===== src/rtl/i2s2_tx.sv =====
// i2s2_tx: I2S transmitter for the I2S2 PMOD DAC path.
// Accepts stereo sample pairs on a valid/ready interface into a single
// holding register, loads them into the frame registers at each frame start
// (count 511->0) and shifts them out MSB first with the I2S one-bit delay.
// Clocks: mclk = clk, sclk = count[2] (clk/8), lrck = count[8] (clk/512).
//
// Handshake: a pair is transferred on any rising clk edge where
// s_valid && s_ready. s_ready is high exactly while the holding register is
// empty. While s_ready is low, s_left/s_right/s_valid are ignored.
module i2s2_tx #(
   parameter int DATA_WIDTH      = 24,
   parameter bit UNDERRUN_REPEAT = 1'b0
) (
   input  logic                  clk,
   input  logic                  rst,
   input  logic [DATA_WIDTH-1:0] s_left,
   input  logic [DATA_WIDTH-1:0] s_right,
   input  logic                  s_valid,
   output logic                  s_ready,
   output logic                  tx_mclk,
   output logic                  tx_lrck,
   output logic                  tx_sclk,
   output logic                  tx_data,
   output logic                  underrun,
   output logic [15:0]           underrun_cnt
);

   logic [8:0]            r_count;
   logic                  r_hold_full;
   logic [DATA_WIDTH-1:0] r_hold_l;
   logic [DATA_WIDTH-1:0] r_hold_r;
   logic [DATA_WIDTH-1:0] r_frame_l;
   logic [DATA_WIDTH-1:0] r_frame_r;
   logic                  r_tx_data;
   logic                  r_underrun;
   logic [15:0]           r_underrun_cnt;

   logic [8:0]            w_count_next;
   logic                  w_frame_start;
   logic                  w_accept;
   logic                  w_bit_edge;
   logic [4:0]            w_slot;
   logic [DATA_WIDTH-1:0] w_word;
   logic                  w_bit;

   assign w_count_next  = r_count + 9'd1;
   assign w_frame_start = (r_count == 9'd511);
   assign w_accept      = s_valid & ~r_hold_full;
   // sclk falling edge: count[2:0] wraps 7->0
   assign w_bit_edge    = (r_count[2:0] == 3'd7);

   // Free-running 9-bit timing counter, wraps 511->0.
   always_ff @(posedge clk) begin
      if (rst) begin
         r_count <= 9'd0;
      end else begin
         r_count <= w_count_next;
      end
   end

   // Holding register, frame load at frame start, and underrun tracking.
   // Accept and frame-load never coincide: accept needs the hold empty,
   // a load needs it full, so a pair arriving on the frame start edge
   // simply lands in the hold and plays in the next frame.
   always_ff @(posedge clk) begin
      if (rst) begin
         r_hold_full    <= 1'b0;
         r_hold_l       <= '0;
         r_hold_r       <= '0;
         r_frame_l      <= '0;
         r_frame_r      <= '0;
         r_underrun     <= 1'b0;
         r_underrun_cnt <= 16'd0;
      end else begin
         r_underrun <= 1'b0;
         if (w_accept) begin
            r_hold_full <= 1'b1;
            r_hold_l    <= s_left;
            r_hold_r    <= s_right;
         end
         if (w_frame_start) begin
            if (r_hold_full) begin
               r_frame_l   <= r_hold_l;
               r_frame_r   <= r_hold_r;
               r_hold_full <= 1'b0;
            end else begin
               r_underrun <= 1'b1;
               if (r_underrun_cnt != 16'hFFFF) begin
                  r_underrun_cnt <= r_underrun_cnt + 16'd1;
               end
               if (!UNDERRUN_REPEAT) begin
                  r_frame_l <= '0;
                  r_frame_r <= '0;
               end
            end
         end
      end
   end

   // Pick the bit for the slot/channel about to start: slot 0 is the
   // one-bit delay, slots 1..DATA_WIDTH carry MSB..LSB, the rest pad with 0.
   always_comb begin
      w_slot = w_count_next[7:3];
      w_word = w_count_next[8] ? r_frame_r : r_frame_l;
      w_bit  = 1'b0;
      for (int i = 0; i < DATA_WIDTH; i++) begin
         if (int'(w_slot) == DATA_WIDTH - i) begin
            w_bit = w_word[i];
         end
      end
   end

   // Serial data register, updated only on the sclk falling edge.
   always_ff @(posedge clk) begin
      if (rst) begin
         r_tx_data <= 1'b0;
      end else if (w_bit_edge) begin
         r_tx_data <= w_bit;
      end
   end

   assign s_ready      = ~r_hold_full;
   assign tx_mclk      = clk;
   assign tx_lrck      = r_count[8];
   assign tx_sclk      = r_count[2];
   assign tx_data      = r_tx_data;
   assign underrun     = r_underrun;
   assign underrun_cnt = r_underrun_cnt;

endmodule


===== config.mk =====
export PLATFORM = sky130hd
export DESIGN_NAME = i2s2_tx
export DESIGN_NICKNAME = d
export VERILOG_FILES = /design/src/rtl/i2s2_tx.sv
export SDC_FILE = /design/constraint.sdc
export NUM_CORES = 1
export LEC_CHECK = 0
export ABC_AREA = 1
export BUFFER_PORTS_ARGS = -buffer_cell sky130_fd_sc_hd__buf_2
export CORE_AREA = 2 2 105 107
export DETAILED_ROUTE_END_ITERATION = 16
export DIE_AREA = 0 0 107 109
export GPL_TIMING_DRIVEN = 0
export PLACE_DENSITY = 0.74
export REMOVE_ABC_BUFFERS = 1
export SLEW_MARGIN = 20
export SYNTH_ARGS = -nofsm -noshare
export SYNTH_HDL_FRONTEND = slang
export SYNTH_SLANG_ARGS = --single-unit

===== constraint.sdc =====
create_clock -name clk -period 2.75 [get_ports clk]
set_input_delay 0.275 -clock clk [delete_from_list [all_inputs] [get_ports clk]]
set_output_delay 0.275 -clock clk [all_outputs]
set_load 0.05 [all_outputs]

==> qor.yml, run 1 <==
status: "complete, but fails checks"
violations: "setup timing"
antennaDiodeCount: 0
max_stage_delay_ps: 360
cp_slowest_cell: "ha_4"
first_pass_iters: 7
wl_per_cell_um: 13.8
fp-row-count: 38
p_leak_uw: 0.00309
first_global_vias: 5045
async_flop_share_pct: 0
maxCapViolCount: 0
post-route-period-util_pct: 104
grt_antenna_before_repair: 0
gp_congestion: 0.883
cp-start-kind: "flop"
synth_flop_cell: "dfxtp_1"
slew_violations: 0
insertion_delay_ps: 620
path_clk_slew_ps: 60
critPathMaxFanout: 7
synth_cell_type_count: 36
grt_max_degree: 107
muxShareOfSynthArea_pct: 0.571
end_kind: "flop"
synth_seq_cells: 124
grt_pass1_wl_um: 22000
r2r_cells: 24
crit_type: "flop to flop"
wl_um: 13800
drt_iter0_drc: 395
synth_top_family_by_area: "simple AND/OR/NAND/NOR gates"
port_buffers: 72
p_per_area_mw_per_mm2: 655
max_slew_margin_pct: 45.7
timing.rr.end: "tx_data"
synth_fa_ha_area_share_pct: 0.952
crit_required_ps: 3270
setup_viol: 1
hold_viol: 0
hpwl_um: 7510
synth_compound_area_share_pct: 18.4
r2r_slack_ps: -120
netlist_area_mm2: 0.00526
hold_class: "input pin to flop"
pin_count: 73
route.detailed.drc: 0
coreArea_mm2: 0.0106
synthCells: 731
crit_chain: "ha_4, nand3_4, nor2_4, nand2_2, nor2_4, ha_4, mux2i_2, nand4_1, nand2_1, inv_1, nand2_1, nand2_1, nand2_1, nand4_1, nand2_1, nand4_1, nand2_1, nand4_1, nand2_1, nand4_1, nand2_1, nand4_1, nand2_1, inv_1"
setup_slack_ps: -119
synth_edf_count: 0
critical_path_arrival_ps: 3390
period_minus_slack_ps: 2870
fmax_mhz: 349
dp_slack_ps: -1360
flow.area_growth_from_synthesis_pct: 34.8
rsz0062_at_grt: "true"
synth_warnings: 0
ir_drop_v: 0.000812
vias: 5336
crit_path_start: "r_count[0]"
die_h_um: 109
overflow: 0
crit_path_frequent_cell: "nand2_1"
die_x_um: 107
r2r_start: "r_count[0]"
synth_xor_area_share_pct: 0.476
worst_hold_slack_ps: 45.2
yosysSeqAreaShare_pct: 47.2
final.setup_skew_ps: 7.49
synth-simple-area-share_pct: 25.7
tightest_slew_ps: 814
final_nets: 906
ant_nets: 0
start_util_pct: 49.6
track_usage_pct: 23.8
layout-drive-gt1-share_pct: 19.3
syn_area_per_cell_um2: 7.19
endpoint: "tx_data"
vias_per_cell: 5.31
cts_tree: "built"
dieArea_mm2: 0.0117
cell type report:
class | instances | area (um2)
Multi-Input combinational cell | 515 | 2500
Fill cell | 903 | 3510
Sequential cell | 124 | 2490
Timing Repair Buffer | 139 | 1030
Inverter | 47 | 211
Clock buffer | 24 | 482
Clock inverter | 12 | 170
Tap cell | 140 | 175
Timing Repair inverter | 3 | 27.5
worst max-delay path, delay by kind of cell (launching register included):
kind | cells | cell delay [ps]
flip-flops | 1 | 350
AND/OR/NAND/NOR | 19 | 1540
multiplexers | 1 | 270
buffers and inverters | 2 | 90
adder cells (fa/ha/maj) | 2 | 530
logic make-up after synthesis:
family	after synthesis
AOI/OAI and AO/OA	185
xor gates and xnor gates	2
adders and majority gates	4
buffers and inverters	92
DFF	124
muxes	3
and+or+nand+nor	321
worst min-delay path by stage:
stage                  start            end  slack [ps]  cells after the start
3_5_place_dp   r_frame_l[23]  r_frame_l[23]         460                      2
4_1_cts                  rst     r_count[0]          20                      2
6_report                 rst     r_count[0]          50                      2
5_1_grt                  rst     r_count[3]          60                      2
3_3_place_gp   r_frame_l[23]  r_frame_l[23]         450                      2
2_1_floorplan            clk        tx_mclk         280                      0
cell usage in the layout, fill, tap and decap left out, types with 3 or more instances in the layout:
| cell | netlist | layout |
|---|---|---|
| buf_4 | 1 | 17 |
| nand2_2 | 3 | 4 |
| dfxtp_2 | 0 | 3 |
| clkinvlp_4 | 0 | 5 |
| bufinv_16 | 0 | 4 |
| nand3_1 | 14 | 14 |
| nand2_1 | 84 | 82 |
| or2_2 | 3 | 3 |
| inv_1 | 42 | 38 |
| or3_1 | 3 | 3 |
| a21oi_1 | 62 | 62 |
| o21ai_0 | 110 | 109 |
| nor4_1 | 3 | 3 |
| a31oi_1 | 3 | 3 |
| clkbuf_16 | 0 | 16 |
| clkinv_2 | 0 | 4 |
| nor3_1 | 7 | 7 |
| clkbuf_8 | 0 | 5 |
| nor2_4 | 0 | 3 |
| dfxtp_1 | 124 | 119 |
| o2111ai_1 | 4 | 3 |
| nand4_1 | 17 | 17 |
| buf_2 | 1 | 72 |
| inv_2 | 5 | 5 |
| dlygate4sd3_1 | 0 | 48 |
| nor2_1 | 179 | 175 |
sequential cells by signal, summed over array words and instances, names as in the netlist:
name / count
r_count: 9
r_frame_l: 24
r_frame_r: 24
r_hold_full: 1
r_hold_l: 24
r_hold_r: 24
tx_data: 1
underrun: 1
underrun_cnt: 16
repair_timing:
| item | CTS | global route |
|---|---|---|
| pin swaps | 2 | 2 |
| setup endpoints to repair | 66 | 3 |
| cloned | 1 | 2 |
| buffers inserted | 14 | 5 |
| resized for setup | 18 | 13 |
| hold endpoints to repair | 48 | 0 |
| hold buffers | 48 | 0 |
power breakdown:
group | internal [uW] | switching [uW]
combinational | 131 | 143
sequential | 1860 | 47.1
clock | 1590 | 873
per-stage QoR:
step	power (uW)	TNS (ps)	instance area [um2]	utilization, %	instances
finish	4650	-119	7090	66.9	1004
global route	4800	-322	7090	66.9	1004
detailed placement	2230	-13380	5660	53.4	899
global placement	2210	-115570	5620	53.0	898
floorplan	2070	-48020	5080	-	686
CTS	4680	-49.2	6970	65.7	997
routing by layer:
| layer | track usage (%) | wire [um] | share of wire [%] |
|---|---|---|---|
| met1 | 27.2 | 5930 | 43 |
| met5 | 0 | 0 | 0 |
| met2 | 41.2 | 6810 | 49 |
| met3 | 6.81 | 755 | 5.5 |
| met4 | 11.0 | 319 | 2.3 |
cell usage after synthesis, types with 2 or more instances:
master / number / area, um2
inv_2: 5 / 18.8
o21bai_2: 2 / 22.5
nand2_1: 84 / 315
dfxtp_1: 124 / 2480
a31oi_1: 3 / 18.8
nand4_1: 17 / 106
nor4_1: 3 / 18.8
nand3_1: 14 / 70.1
nor2_1: 179 / 672
buf_1: 2 / 7.51
o21ai_0: 110 / 551
nor3b_1: 2 / 15.0
inv_1: 42 / 158
or2_2: 3 / 18.8
mux2i_1: 3 / 30.0
or3_1: 3 / 18.8
a21oi_1: 62 / 310
o2111ai_1: 4 / 35.0
clkbuf_1: 41 / 154
ha_1: 4 / 50.1
nor3_1: 7 / 35.0
nand2_2: 3 / 18.8
No activity file was read; power rests on OpenSTA's default activity.
==> run 2, diff against run 1 <==
--- a/config.mk
+++ b/config.mk
@@ -13,2 +13,3 @@
 export GPL_TIMING_DRIVEN = 0
+export HOLD_SLACK_MARGIN = 0.08
 export PLACE_DENSITY = 0.74
==> constraint.sdc (replaced) <==
create_clock -name clk -period 2.75 [get_ports clk]
set_input_delay 0.55 -clock clk [delete_from_list [all_inputs] [get_ports clk]]
set_output_delay 0.55 -clock clk [all_outputs]
set_load 0.05 [all_outputs]
==> run 2 against run 1 <==
Net effect: sequential share of layout area rose by 2.6 points; the run still ends with setup timing left; wire length fell by 3.9%; sequential cell count did not move; worst hold slack improved by 130 ps; non-clock buffer count fell by 48; clock skew barely moved; global-route usage fell by 0.67 points; worst setup slack improved by 3.9 ps; critical path type unchanged; sequential power barely moved.
==> qor.yml, run 2 (synthesis results as in run 1) <==
p_per_area_mw_per_mm2: 696
insertion_delay_ps: 630
max_slew_margin_pct: 46.5
layout_common_cells: "175 x nor2_1, 119 x dfxtp_1, 109 x o21ai_0, 82 x nand2_1, 72 x buf_2"
ir_drop_v: 0.000802
die_h_um: 109
route.detailed.drc: 0
end_kind: "flop"
final_nets: 858
dp.cells: 899
ant_nets: 0
wl_per_cell_um: 13.9
grt_pass1_wl_um: 21300
fp-row-count: 38
fmax_mhz: 349
grt_max_degree: 107
hpwl_um: 7510
setup_viol: 1
wl_um: 13300
dieArea_mm2: 0.0117
fin_area_mm2: 0.00661
final.setup_skew_ps: 7.27
coreArea_mm2: 0.0106
rsz0062_at_grt: "true"
crit_required_ps: 3280
cp-start-kind: "flop"
power_uw: 4600
crit_type: "flop to flop"
grt_antenna_before_repair: 0
worst_hold_slack_ps: 171
track_usage_pct: 23.1
critPathMaxFanout: 7
period_minus_slack_ps: 2870
drt_iter0_drc: 401
flow.area_growth_from_synthesis_pct: 25.7
setup_slack_ps: -115
start_util_pct: 49.6
die_x_um: 107
finalNonFillerCells: 956
p_leak_uw: 0.00289
critical_path_arrival_ps: 3390
first_pass_iters: 5
maxCapViolCount: 0
cts_tree: "built"
final_common_cell: "nor2_1"
path_clk_slew_ps: 60
violations: "setup timing"
ctsHoldBuffers: 0
hold_viol: 0
antennaDiodeCount: 0
hold_class: "input pin to flop"
r2r_slack_ps: -120
gp_congestion: 0.883
vias_per_cell: 5.37
placedInstanceArea_mm2: 0.00566
slew_violations: 0
layout-drive-gt1-share_pct: 20.5
pin_count: 73
port_buffers: 72
overflow: 0
nFillCells: 959
status: "complete, but fails checks"
post-route-period-util_pct: 104
first_global_vias: 4865
vias: 5129
tightest_slew_ps: 803
[run 2: cell types whose count changed in the layout (fill, tap and decap cells not counted)]
cell           delta
dlygate4sd3_1    -48
[run 2: cell type report]
class                      instances  area (um2)  area share [%]
timing repair buffer              91         546            8.25
multi-input combinational        515        2500            37.9
inverter                          47         211            3.20
clock buffer                      24         482            7.29
clock inverter                    12         170            2.57
timing repair inverter             3        27.5           0.417
tap                              140         175            2.65
sequential                       124        2490            37.7
[run 2: worst paths after layout]
kind | start | to | cells after the start
max | r_count[0] | tx_data | 24
min reg2reg | r_frame_l[23] | r_frame_l[23] | 2
max reg2reg | r_count[0] | tx_data | 24
min | s_right[22] | r_hold_r[22] | 3
[run 2: critical path: stages (launching register included)]
cell	delay [ps]
dfxtp_4	350
ha_4	170
nand3_4	90
nor2_4	40
nand2_2	80
nor2_4	40
ha_4	360
mux2i_2	280
nand4_1	150
nand2_1	100
inv_1	50
nand2_1	60
nand2_1	50
nand2_1	90
nand4_1	90
nand2_1	70
nand4_1	90
nand2_1	80
nand4_1	80
nand2_1	90
nand4_1	80
nand2_1	100
nand4_1	80
nand2_1	70
inv_1	40
[run 2: power breakdown]
group	switching, uW	leakage [uW]	internal, uW
clock network	880	0.000312	1590
logic	132	0.00156	86.6
registers	46.7	0.00101	1860
[run 2: routing by layer]
layer	GRT usage, %	wire length, um	up-vias
li1	-	-	2560
met1	26.4	5720	2378
met2	40.0	6560	161
met3	6.69	715	30
met4	10.5	277	0
met5	0	0	-
[run 2: per-stage QoR]
step / utilization [%] / worst slack (ps) / setup TNS [ps]
5_1_grt: 62.3 / -312 / -322
3_5_place_dp: 53.4 / -1360 / -13380
6_report: 62.3 / -115 / -115
2_1_floorplan: - / -1200 / -48020
3_3_place_gp: 53.0 / -1910 / -115570
4_1_cts: 61.2 / -49.2 / -49.2
[run 2: repair_timing]
item / 4_1_cts / 5_1_grt
setup endpoints to repair: 66 / 3
cloned: 1 / 2
setup buffers: 14 / 5
pin swaps: 2 / 2
resized for setup: 18 / 13
==> run 3, diff against run 2 <==
PLACE_DENSITY = 0.73   (was 0.74)
==> run 3 against run 2 <==
Net effect: the run still ends with setup timing left; largest power group unchanged; critical path depth fell by 1; sequential cell count did not move; sequential share of layout area fell by 0.61 points.
==> qor.yml, run 3 (synthesis results as in run 1) <==
fmax_mhz: 341
top_layer: "met4"
crit_chain: "ha_4, nand3_4, nor2_4, nand2_2, nor2_4, ha_4, clkinvlp_4, buf_4, buf_4, nand2_1, nand2_1, nand4_1, nand4_1, nand2_1, nand4_1, nand2_1, nand4_1, nand2_1, nand4_1, nand2_1, nand4_1, nand2_1, inv_1"
period_minus_slack_ps: 2930
setup_viol: 1
start_util_pct: 49.6
routed-wl-met2_um: 6920
ant_nets: 0
hpwl_um: 7770
rsz0062_at_grt: "true"
post-route-period-util_pct: 107
vias_per_cell: 5.33
setup_tns_ps: -181
dp_slack_ps: -1430
drt-met1-wl_um: 6310
ctsHoldBuffers: 0
p_per_area_mw_per_mm2: 683
route.detailed.drc: 0
pin_count: 73
end_kind: "flop"
gp_congestion: 0.837
power_uw: 4590
timing.rr.end: "tx_data"
critPathTopFamily: "simple AND/OR/NAND/NOR gates"
crit_required_ps: 3280
die_x_um: 107
cp_slowest_cell: "ha_4"
cp-start-kind: "flop"
fin_util_pct: 63.4
layout_common_cells: "174 x nor2_1, 119 x dfxtp_1, 109 x o21ai_0, 81 x nand2_1, 72 x buf_2"
grt_antenna_before_repair: 0
grt_max_degree: 72
wl_per_cell_um: 14.9
wl_um: 14400
flow.area_growth_from_synthesis_pct: 27.7
setup_slack_ps: -181
p_seq_share_pct: 41.7
p_sw_uw: 1050
drt_iter0_drc: 270
crit_type: "flop to flop"
insertion_delay_ps: 630
layout-drive-gt1-share_pct: 22.0
final_common_cell: "nor2_1"
status: "complete, but fails checks"
p_clk_share_pct: 53.3
final_nets: 868
overflow: 0
p_sw_share_pct: 22.9
p_comb_share_pct: 5.0
port_buffers: 72
coreArea_mm2: 0.0106
dieArea_mm2: 0.0117
worst_hold_slack_ps: 167
r2r_slack_ps: -180
vias: 5147
endpoint: "tx_data"
path_clk_slew_ps: 60
wl_met3_um: 697
die_h_um: 109
track_usage_pct: 24.8
hold_viol: 0
tightest_slew_ps: 803
ir_drop_v: 0.000571
violations: "setup timing"
max_stage_delay_ps: 370
hold_class: "input pin to flop"
maxCapViolCount: 0
crit_path_frequent_cell: "nand2_1"
max_slew_margin_pct: 46.4
critPathMaxFanout: 6
nFillCells: 949
crit_path_start: "r_count[1]"
critical_path_arrival_ps: 3460
cts_tree: "built"
final.setup_skew_ps: 8.67
antennaDiodeCount: 0
p_leak_uw: 0.00294
fp-row-count: 38
first_pass_iters: 5
grt_pass1_wl_um: 22500
critPathBufInv: 4
crit_cells: 23
r2r_cells: 23
slew_violations: 0
intPower_uw: 3530
r2r_start: "r_count[1]"
first_global_vias: 4804
run 3: repair_timing:
action / in CTS / in global routing
gates resized for setup: 23 / 13
setup buffers: 17 / 11
setup endpoints to repair: 67 / 51
pin swaps: 5 / 5
gates cloned: 1 / 2
run 3: metrics by stage:
step           instance area, um2  instances
2_1_floorplan                5080        686
3_3_place_gp                 5620        898
3_5_place_dp                 5680        900
4_1_cts                      6560        953
5_1_grt                      6720        966
6_report                     6720        966
run 3: layout make-up:
cell class / instances / area (um2) / area share, %
Sequential cell: 124 / 2490 / 37.1
Clock inverter: 9 / 135 / 2.01
Clock buffer: 27 / 523 / 7.79
Inverter: 47 / 211 / 3.15
Timing Repair Buffer: 101 / 624 / 9.29
Timing Repair inverter: 3 / 27.5 / 0.410
Tap cell: 140 / 175 / 2.61
Multi-Input combinational cell: 515 / 2530 / 37.6
run 3: metal layers:
layer  global-route usage, %  vias to the layer above
li1                        -                     2574
met1                    30.3                     2394
met2                    41.4                      139
met3                    5.92                       40
met4                    11.2                        0
met5                       0                        -
run 3: worst min path at each step:
stage                          to  cells past startpoint          start
floorplan           r_frame_l[23]                      2  r_frame_l[23]
global placement    r_frame_l[23]                      2  r_frame_l[23]
detailed placement  r_frame_l[23]                      2  r_frame_l[23]
CTS                  r_hold_l[22]                      3     s_left[22]
global route         r_hold_l[22]                      3     s_left[22]
finish                r_hold_r[8]                      3     s_right[8]
run 3: power groups by stage:
stage	Combinational [uW]	Clock (uW)	Sequential, uW
final	230	2440	1910
after global routing	266	2560	1920
after CTS	228	2460	1910
after detailed placement	216	69.4	1950
after global placement	191	69.4	1950
after floorplan	123	0	1940
run 3: tightest hold or removal path, delay by kind of cell:
| family | cells | cell delay (ps) |
|---|---|---|
| simple gates | 1 | 70 |
| compound gates | 1 | 70 |
| buf+inv | 1 | 70 |
